**config.mk**
```make
export PLATFORM = sky130hd
export DESIGN_NAME = seq_multiplier_flat
export DESIGN_NICKNAME = d
export VERILOG_FILES = /design/src/rtl/seq_multiplier_if.sv /design/src/rtl/seq_multiplier.sv /design/src/flat_wrapper.sv
export SDC_FILE = /design/constraint.sdc
export NUM_CORES = 1
export LEC_CHECK = 0
export CAP_MARGIN = 20
export CORE_ASPECT_RATIO = 1.2
export CORE_UTILIZATION = 48
export CTS_CLUSTER_SIZE = 12
export DETAILED_ROUTE_END_ITERATION = 7
export GPL_TIMING_DRIVEN = 0
export PLACE_DENSITY = 0.71
export SLEW_MARGIN = 20
export SYNTH_ARGS = -nofsm -noshare
export SYNTH_HDL_FRONTEND = slang
export SYNTH_SLANG_ARGS = --single-unit
```
**constraint.sdc**
```tcl
create_clock -name clk -period 6.5 [get_ports clk]
set_input_delay 1.3 -clock clk [delete_from_list [all_inputs] [get_ports clk]]
set_output_delay 1.3 -clock clk [all_outputs]
set_load 0.02 [all_outputs]
```
**src/rtl/seq_multiplier_if.sv**
```systemverilog
// Handshake and operand/result bundle for seq_multiplier.
// The master issues start and operands; the slave returns busy, done and product.
interface seq_multiplier_if #(
  parameter int WIDTH = 32
);
  logic               start;
  logic               is_signed;
  logic [WIDTH-1:0]   op_a;
  logic [WIDTH-1:0]   op_b;
  logic               busy;
  logic               done;
  logic [2*WIDTH-1:0] product;

  modport master (
    output start, is_signed, op_a, op_b,
    input  busy, done, product
  );

  modport slave (
    input  start, is_signed, op_a, op_b,
    output busy, done, product
  );
endinterface

```
**src/rtl/seq_multiplier.sv**
```systemverilog
// Iterative shift-add multiplier, one multiplier bit per cycle, signed or unsigned.
// Operands are reduced to magnitudes on accept; the sign is reapplied when the product is written.
module seq_multiplier #(
  parameter int WIDTH = 32
) (
  input  logic             clk,
  input  logic             reset,
  seq_multiplier_if.slave  bus
);
  localparam int CNT_W = $clog2(WIDTH);
  localparam int PW    = 2 * WIDTH;
  localparam logic [CNT_W-1:0] CNT_LAST = CNT_W'(WIDTH - 1);
  localparam logic [CNT_W-1:0] CNT_ONE  = {{(CNT_W-1){1'b0}}, 1'b1};

  typedef enum logic [1:0] {
    IDLE = 2'd0,
    RUN  = 2'd1,
    DONE = 2'd2
  } state_t;

  state_t           state_q, state_d;
  logic [CNT_W-1:0] cnt_q, cnt_d;
  logic [WIDTH-1:0] mcand_q, mcand_d;
  logic [WIDTH-1:0] mplier_q, mplier_d;
  logic [PW-1:0]    acc_q, acc_d;
  logic [PW-1:0]    product_q, product_d;
  logic             neg_q, neg_d;
  logic             busy_q, busy_d;
  logic             done_q, done_d;

  logic             a_neg_s, b_neg_s, neg_s;
  logic [WIDTH-1:0] mag_a_s, mag_b_s;
  logic [PW-1:0]    addend_s;

  // The magnitude of the most negative value still fits WIDTH bits unsigned.
  assign a_neg_s  = bus.is_signed & bus.op_a[WIDTH-1];
  assign b_neg_s  = bus.is_signed & bus.op_b[WIDTH-1];
  assign neg_s    = a_neg_s ^ b_neg_s;
  assign mag_a_s  = a_neg_s ? (~bus.op_a + {{(WIDTH-1){1'b0}}, 1'b1}) : bus.op_a;
  assign mag_b_s  = b_neg_s ? (~bus.op_b + {{(WIDTH-1){1'b0}}, 1'b1}) : bus.op_b;
  assign addend_s = {{WIDTH{1'b0}}, mcand_q} << cnt_q;

  // Next-state and datapath update.
  always_comb begin
    state_d   = state_q;
    cnt_d     = cnt_q;
    mcand_d   = mcand_q;
    mplier_d  = mplier_q;
    acc_d     = acc_q;
    neg_d     = neg_q;
    product_d = product_q;
    busy_d    = 1'b0;
    done_d    = 1'b0;
    case (state_q)
      IDLE: begin
        if (bus.start) begin
          state_d  = RUN;
          busy_d   = 1'b1;
          mcand_d  = mag_a_s;
          mplier_d = mag_b_s;
          neg_d    = neg_s;
          acc_d    = {PW{1'b0}};
          cnt_d    = {CNT_W{1'b0}};
        end else begin
          state_d  = IDLE;
        end
      end
      RUN: begin
        if (mplier_q[cnt_q]) begin
          acc_d = acc_q + addend_s;
        end else begin
          acc_d = acc_q;
        end
        cnt_d = cnt_q + CNT_ONE;
        if (cnt_q == CNT_LAST) begin
          state_d = DONE;
        end else begin
          state_d = RUN;
          busy_d  = 1'b1;
        end
      end
      DONE: begin
        product_d = neg_q ? (~acc_q + {{(PW-1){1'b0}}, 1'b1}) : acc_q;
        done_d    = 1'b1;
        // A start seen here chains straight into the next operation.
        if (bus.start) begin
          state_d  = RUN;
          busy_d   = 1'b1;
          mcand_d  = mag_a_s;
          mplier_d = mag_b_s;
          neg_d    = neg_s;
          acc_d    = {PW{1'b0}};
          cnt_d    = {CNT_W{1'b0}};
        end else begin
          state_d  = IDLE;
        end
      end
      default: begin
        state_d = IDLE;
      end
    endcase
  end

  // State and output registers.
  always_ff @(posedge clk or posedge reset) begin
    if (reset) begin
      state_q   <= IDLE;
      cnt_q     <= {CNT_W{1'b0}};
      mcand_q   <= {WIDTH{1'b0}};
      mplier_q  <= {WIDTH{1'b0}};
      acc_q     <= {PW{1'b0}};
      product_q <= {PW{1'b0}};
      neg_q     <= 1'b0;
      busy_q    <= 1'b0;
      done_q    <= 1'b0;
    end else begin
      state_q   <= state_d;
      cnt_q     <= cnt_d;
      mcand_q   <= mcand_d;
      mplier_q  <= mplier_d;
      acc_q     <= acc_d;
      product_q <= product_d;
      neg_q     <= neg_d;
      busy_q    <= busy_d;
      done_q    <= done_d;
    end
  end

  assign bus.busy    = busy_q;
  assign bus.done    = done_q;
  assign bus.product = product_q;
endmodule

```
**src/flat_wrapper.sv**
```systemverilog
// flat-port wrapper written by rule: the top's interface ports become plain ports
module seq_multiplier_flat 
#(
  parameter int WIDTH = 32
)
  (clk, reset, bus_start, bus_is_signed, bus_op_a, bus_op_b, bus_busy, bus_done, bus_product);
  seq_multiplier_if #(.WIDTH(WIDTH)) bus_i ();
  input  logic clk;
  input  logic reset;
  input wire logic [$bits(bus_i.start)-1:0] bus_start;
  input wire logic [$bits(bus_i.is_signed)-1:0] bus_is_signed;
  input wire logic [$bits(bus_i.op_a)-1:0] bus_op_a;
  input wire logic [$bits(bus_i.op_b)-1:0] bus_op_b;
  output wire logic [$bits(bus_i.busy)-1:0] bus_busy;
  output wire logic [$bits(bus_i.done)-1:0] bus_done;
  output wire logic [$bits(bus_i.product)-1:0] bus_product;
  assign bus_i.start = bus_start;
  assign bus_i.is_signed = bus_is_signed;
  assign bus_i.op_a = bus_op_a;
  assign bus_i.op_b = bus_op_b;
  assign bus_busy = bus_i.busy;
  assign bus_done = bus_i.done;
  assign bus_product = bus_i.product;
  seq_multiplier #(.WIDTH(WIDTH)) u_core (.clk(clk), .reset(reset), .bus(bus_i));
endmodule
```
* Word-level counts from Yosys, hierarchy flattened
Cells that the tools add are included.
** Cells by class
- Add/subtract/negate cells :: 5
- $lt $le $gt $ge :: 1
- Equal/unequal tests :: 5
- Shift operators :: 1
- Muxes and demuxes :: 17
- Bitwise operators :: 6
- Reduce and logical (&&, ||, !) cells :: 6
** Operators by type and width (number)
- 64-bit 2-to-1 mux :: 3
- 64-bit one-hot mux with 2 select lines :: 1
- 32-bit by 1-bit adder with 32-bit output, second input constant :: 2
- 64-bit by 1-bit adder with 64-bit output, second input constant :: 1
- 64-bit adder :: 1
- 32-bit 2-to-1 mux :: 2
- 32-bit inverter :: 2
- 64-bit inverter :: 1
- 32-bit by 5-bit left shift with 64-bit output :: 1
- 5-bit one-hot mux with 2 select lines :: 1
- 5-bit by 6-bit < comparator with 1-bit output, second input constant :: 1
- 5-bit by 1-bit adder with 5-bit output, second input constant :: 1
- 1-bit binary-select mux with 5-bit select :: 1
- 5-bit equality test, second input constant :: 1
- 1-bit 2-to-1 mux :: 5
- 5-bit 2-to-1 mux :: 1
- 2-bit by 1-bit inequality test with 1-bit output, second input constant :: 2
- 2-bit one-hot mux with 2 select lines :: 1
- 2-bit AND reduction :: 2
- 3-bit AND reduction :: 1
- 1-bit AND :: 2
- 2-bit by 1-bit equality test with 1-bit output, second input constant :: 1
- 2-bit equality test, second input constant :: 1
- 2-bit zero test :: 1
- 5 further kinds :: 5
** Storage, ports and cells
- Bits in registers :: 202
- Bits of input ports :: 68
- Output and inout port bits :: 66
- Logic and storage cells :: 50

* Longest topological paths before layout
Gate-level depths: netlist of run 1.
- Depth after elaboration :: 4
- Gate-level depth with buffers :: 23
- Depth with buffers taken out :: 19

* Worst setup path before layout of run 1
OpenSTA, ideal clock, no wires.
- Path kind :: flip-flop to flip-flop
- From :: register u_core.cnt_q[0]
- To :: register u_core.acc_q[63]
- Library setup time :: 0.095 ns
- Arrival time :: 5.002 ns
- Data required time :: 6.405 ns
- Path slack :: 1.402 ns
- Stages on the path, launching flop included :: 21
- Buffers on the path :: 4
- Period minus slack after synthesis :: 5.098 ns
- Cells stage by stage :: dfrtp_1 -> buf_2 -> buf_1 -> clkbuf_1 -> clkbuf_1 -> a211oi_1 -> a21oi_1 -> mux2i_1 -> mux2_2 -> o22ai_1 -> ha_1 -> a21oi_1 -> o21ai_0 -> a32o_1 -> or3_1 -> o2111a_1 -> o21bai_1 -> a21oi_1 -> a2111oi_0 -> o211ai_1 -> o31ai_1
** Between the ends
- Word-level cells in the longest chain between the ends :: 4
- Elaborated cells on any way between the ends :: 8
- Classes of those cells :: 1 x add/sub; 1 x eq/ne; 1 x shift; 4 x mux; 1 x reduce/logical
** RTL lines
- from (decl) :: RTL line seq_multiplier.sv:22 : logic [CNT_W-1:0] cnt_q, cnt_d;
- from (signal assigned) :: RTL line seq_multiplier.sv:108 : cnt_q <= {CNT_W{1'b0}};
- from (signal assigned) :: RTL line seq_multiplier.sv:118 : cnt_q <= cnt_d;
- 32-bit by 5-bit left shift with 64-bit output / 1-bit binary-select mux with 5-bit select (equally long branches) :: RTL line seq_multiplier.sv:41, seq_multiplier.sv:69
- 64-bit adder / 1-bit 2-to-1 mux (equally long branches) :: RTL line seq_multiplier.sv:70, seq_multiplier.sv:69
- 64-bit 2-to-1 mux / 2-bit by 1-bit inequality test with 1-bit output (equally long branches)
- 64-bit one-hot mux with 2 select lines / 3-bit AND reduction (equally long branches)
- to (signal assigned) :: RTL line seq_multiplier.sv:111 : acc_q <= {PW{1'b0}};
- to (decl) :: RTL line seq_multiplier.sv:25 : logic [PW-1:0] acc_q, acc_d;
Several ways; a longest one is shown, not always the timed one. The select of a mux whose other input is x is not followed.
A chain may end at the register's enable or synchronous reset.

* Final worst setup path of run 1
- From :: register u_core.cnt_q[1]
- To :: register u_core.acc_q[63]
Same word-level chain as after synthesis.

==> results of run 1 <==
[flip-flops by register name, indices dropped and copies added (netlist names)]
signal,flops
u_core.bus.done,1
u_core.mcand_q,32
u_core.neg_q,1
u_core.mplier_q,32
u_core.bus.product,64
u_core.cnt_q,5
u_core.state_q,2
u_core.acc_q,64
[power groups by stage]
stage                     sequential, mW  clock, mW  combinational, mW
after detailed placement            2.27          0               7.56
final                               2.27       1.32               7.66
after floorplan                     2.16          0               5.46
after global routing                2.33       1.39               8.44
after global placement              2.25          0               7.49
after CTS                           2.25       1.34               7.59
[cell families after synthesis]
logic type / synth area share (%)
and+or+nand+nor: 19.3
adders and majority gates: 5.54
AOI/OAI and AO/OA: 19.8
xor gates and xnor gates: 9.87
DFF: 32.0
muxes: 9.67
buffers and inverters: 3.77
[layout make-up]
cell class              count  share of cell area, %
plain buffers             113                   2.44
clock buffers              31                   3.39
clock inverters             8                  0.679
inverters                  37                  0.774
multi-input cells        1566                   54.8
flip-flops and latches    201                   27.3
well taps                 407                   2.76
repair buffers            139                   7.91
[cells in the mapped netlist, drive strengths merged (32+ instances only)]
cell type | number | area, µm²
a21oi | 115 | 576
o31ai | 32 | 255
xnor2 | 72 | 631
ha | 68 | 851
xor2 | 105 | 920
dfrtp | 201 | 5030
nor2 | 128 | 480
o21ai | 252 | 1260
clkbuf | 93 | 349
mux2i | 64 | 641
nand2 | 360 | 1350
inv | 36 | 135
[worst min path at each step]
stage                           start                     end
5_1_grt           u_core.mplier_q[31]     u_core.mplier_q[31]
2_1_floorplan     u_core.mplier_q[31]     u_core.mplier_q[31]
3_5_place_dp      u_core.mplier_q[31]     u_core.mplier_q[31]
6_report       u_core.bus.product[21]  u_core.bus.product[21]
3_3_place_gp      u_core.mplier_q[23]     u_core.mplier_q[23]
4_1_cts           u_core.mplier_q[31]     u_core.mplier_q[31]
[per-layer routing]
metal / track usage (%) / part of all wire, % / vias to the layer above
met5: 0 / 0 / -
met4: 9.53 / 2.9 / 0
met1: 37.4 / 45 / 6871
met3: 2.15 / 4.1 / 70
li1: - / - / 7147
met2: 49.0 / 48 / 402
[worst min-delay path: stages (launching register included)]
cell     delay, ns
dfrtp_1       0.34
nand2_1       0.04
o21ai_0       0.06
[per-stage QoR]
stage	util, %	hold slack (ns)	total power [mW]
global placement	54.4	0.456	9.74
detailed placement	54.8	0.467	9.83
floorplan	-	0.441	7.62
finish	57.2	0.474	11.2
CTS	57.2	0.482	11.2
global route	57.2	0.495	12.2
[repair_timing]
action                                  CTS  global route
endpoints found under the setup margin    1            15
setup buffers                             0             0
gates resized for setup                   1             0
==> run metrics, run 1 <==
CP startpoint kind flop; worst slew pin tran 0.979 ns; HPWL Detailed 38,400 µm; required time of the worst setup path 6.93 ns; Avg WL per Cell 18.9 µm; Final min period 6.03 ns; Mapped Cells 1,918; antenna cells 0; Reg clk slew, reported paths 0.06 ns; Synth Register Bits 201; drt drc 0; worst-path maximum fanout 10; area grow syn2layout 17.4%; Worst Path Buf+Inv 3; Initial DRT Pass Iterations 5; Final period util 92.8%; RSZ-0062 raised after global routing false; CTS buffer count 23; first-pass GRT wire length 75,500 µm; DR vias 14,500; Internal Dissipation 5.43 mW; CP endpoint u_core.acc_q[63]; Reg2Reg Depth 18; Fillers 3,035; Post-Place Cells 2,464; Post-Layout Cell Count 2,502; Hold-fix buffers, CTS 0; post-layout net count 2,218; largest net degree at the start of global routing 36; Max IR drop VDD 0.000246 V; core region area 32,300 µm²; post-route ant nets 0; Static Leakage 7.86 nW; Worst Hold Class flop to flop; GP Congestion 0.976; pre-CTS setup slack -0.113 ns; reg-to-reg slack, setup 0.47 ns; Combinational Power Share 68.1%; power per cell area 610 nW/µm²; Starting Density 48.7%; Yosys warnings 0; vias per cell 5.79; H-Tree Depth 1; Final Cell Area 18,400 µm²; vias in the first global route 14,100; initial antenna violation count 0; Post-DP Area 17,700 µm²; slowest CP cell a2111oi_0; Final Max Tran Viols 0; Die Wd 167 µm; Row Count 72; Total Die Area 33,500 µm²; Worst R2R End u_core.acc_q[63]; Clock Latency Late Sink 0.54 ns; slowest stage delay, CP 0.66 ns; Max-Cap Viols 0; Total Wirelength 47,200 µm; I/O pin cnt 134; cell area after synthesis 15,700 µm²; Reg power frac 20.2%; clk sinks 201; ys flop type dfrtp_1; hold path depth 2; root buffer cell clkbuf_16; clock network fraction of total power 11.7%; Worst Setup End Kind flop; Iteration-0 DRC Markers 945; Slew HR 33.7%; beginning of the critical path u_core.cnt_q[1]; RR Startpoint u_core.cnt_q[1]; Seq/Total Area, Yosys 32.0%; syn nets 2,055; final setup margin 0.468 ns; Fin Setup TNS 0 ns; Sw Pwr 5.81 mW; CP top delay family compound AO/OA/AOI/OAI gates; commonest non-fill, non-tap cells in the layout nand2_1 (360), o21ai_0 (242), dfrtp_1 (201); Bufs on Longest Clock Path 3; GR Util All Layers 28.3%; outcome finished clean; FMAX 0.166 GHz; gr ovfl total 0; commonest non-fill, non-tap cell in the layout nand2_1; PortBufs 133; Register Area 5030 µm²; Multi-input gate area 10,100 µm²; Layout Skew 0.0187 ns; cell mode on critical path a21oi_1; Post-synth EDFFs 0; syn avg cell area 8.19 µm²; Die Height 200 µm; sw frac 51.7%; TritonCTS clock tree yes; final setup fails 0; crit path kind flop to flop; Critical Path Stages 18; share of layout cells above drive strength 1 5.97%; Yosys cell types 76; crit-path cells buf_1, clkbuf_1, clkbuf_1, a21oi_1, mux2i_1, mux2_2, nor2_1, ha_1, a21oi_1, o21ai_0, a32o_1, or3_1, o2111a_1, o21bai_1, a21oi_1, a2111oi_0, o211ai_1, o31ai_1; Post-synth ARST share 100%; final hold vios 0; Crit path arrival time 6.47 ns
Power figures use the tool's default switching activity.
==> run 2, diff against run 1 <==
--- a/config.mk
+++ b/config.mk
@@ -8,6 +8,7 @@
 export CAP_MARGIN = 20
 export CORE_ASPECT_RATIO = 1.2
 export CORE_UTILIZATION = 48
+export CTS_BUF_LIST = sky130_fd_sc_hd__clkbuf_8 sky130_fd_sc_hd__clkbuf_16
 export CTS_CLUSTER_SIZE = 12
 export DETAILED_ROUTE_END_ITERATION = 7
 export GPL_TIMING_DRIVEN = 0
==> run 2 against run 1 <==
  * Global-route usage unchanged
  * Register-to-register slack got worse by 0.02 ns
  * First-iteration DRC count increased by 3.6%
  * Via count decreased by 0.22%
==> run metrics, run 2 (same netlist as run 1, synthesis figures left out) <==
Avg WL per Cell 18.9 µm; pre-CTS setup slack -0.113 ns; commonest non-fill, non-tap cells in the layout nand2_1 (360), o21ai_0 (242), dfrtp_1 (201); Post-Layout Cell Count 2,502; utilization after layout 57.2%; Final Cell Area 18,400 µm²; vias per cell 5.78; final hold vios 0; core region area 32,300 µm²; RSZ-0062 raised after global routing false; worst hold margin 0.474 ns; Total Power 11.2 mW; Final Max Tran Viols 0; Slew HR 31.1%; Total Wirelength 47,200 µm; gr ovfl total 0; Bufs on Longest Clock Path 3; TritonCTS clock tree yes; Layout Skew 0.0155 ns; CTS buffer count 23; Die Height 200 µm; Hold-fix buffers, CTS 0; antenna cells 0; Final period util 93.1%; final setup fails 0; worst slew pin tran 1.02 ns; commonest non-fill, non-tap cell in the layout nand2_1; area grow syn2layout 17.4%; initial antenna violation count 0; H-Tree Depth 1; I/O pin cnt 134; Fin Setup TNS 0 ns; FMAX 0.165 GHz; Worst Setup End Kind flop; reg-to-reg slack, setup 0.45 ns; first-pass GRT wire length 75,500 µm; Total Die Area 33,500 µm²; Static Leakage 7.89 nW; Fillers 3,035; Worst Hold Class flop to flop; root buffer cell clkbuf_16; GP Congestion 0.976; Crit path arrival time 6.49 ns; drt drc 0; largest net degree at the start of global routing 36; worst-path maximum fanout 10; Post-Place Cells 2,464; GR Util All Layers 28.3%; Final min period 6.05 ns; Initial DRT Pass Iterations 5; share of layout cells above drive strength 1 5.97%; outcome finished clean; post-CTS setup buffers 0; Multi-input gate area 10,100 µm²; Clock Latency Late Sink 0.53 ns; HPWL Detailed 38,400 µm; clk sinks 201; Iteration-0 DRC Markers 979; Row Count 72; required time of the worst setup path 6.94 ns; Post-DP Area 17,700 µm²; Die Wd 167 µm; power per cell area 610 nW/µm²; Max-Cap Viols 0; CP startpoint kind flop; Register Area 5030 µm²; post-layout net count 2,218; vias in the first global route 14,100; DR vias 14,500; post-route ant nets 0; PortBufs 133; Reg clk slew, reported paths 0.06 ns; Starting Density 48.7%; Max IR drop VDD 0.000246 V; final setup margin 0.447 ns; crit path kind flop to flop
==> run 2: power breakdown <==
| part | internal (mW) | switching, mW |
|---|---|---|
| logic | 2.91 | 4.75 |
| registers | 1.73 | 0.541 |
| clock network | 0.782 | 0.527 |
==> run 2: worst max-delay path, stage by stage (launching register included) <==
cell and delay, ns:
dfrtp_1 0.53, buf_1 0.53, clkbuf_1 0.47, clkbuf_1 0.46
a21oi_1 0.18, mux2i_1 0.26, mux2_2 0.25, o22ai_1 0.12
ha_1 0.40, a21oi_1 0.20, o21ai_0 0.14, a32o_1 0.32
or3_1 0.46, o2111a_1 0.29, o21bai_1 0.22, a21oi_1 0.16
a2111oi_0 0.66, o211ai_1 0.18, o31ai_1 0.11
==> run 2: routing by layer <==
layer | vias to the layer above | global-route usage [%] | part of all wire [%]
met1 | 6854 | 37.4 | 45
met4 | 0 | 9.53 | 3.1
li1 | 7147 | - | -
met2 | 382 | 49.0 | 48
met5 | - | 0 | 0
met3 | 75 | 2.15 | 3.9
==> run 2: final timing paths <==
check | depth (start not counted) | to | start
hold / removal | 2 | u_core.bus.product[21] | u_core.bus.product[21]
hold reg to reg | 2 | u_core.bus.product[21] | u_core.bus.product[21]
setup reg to reg | 18 | u_core.acc_q[63] | u_core.cnt_q[1]
setup / recovery | 18 | u_core.acc_q[63] | u_core.cnt_q[1]
min in group asynchronous | 2 | u_core.bus.product[55] | reset
max in group asynchronous | 5 | u_core.mcand_q[3] | reset
==> run 2: area by class of cell <==
| cell class | count | area share [%] |
|---|---|---|
| buffer | 113 | 2.44 |
| clock buffer | 25 | 3.27 |
| clock inverter | 14 | 0.801 |
| inverter | 37 | 0.774 |
| multi-input combinational | 1566 | 54.8 |
| sequential | 201 | 27.3 |
| tap | 407 | 2.76 |
| timing repair buffer | 139 | 7.91 |
==> run 2: timing repair <==
action / in CTS / in global routing
endpoints found under the hold margin: 0 / 0
gates resized for setup: 1 / 0
setup endpoints to repair: 1 / 15
pin swaps: 0 / 0
gates cloned: 0 / 0
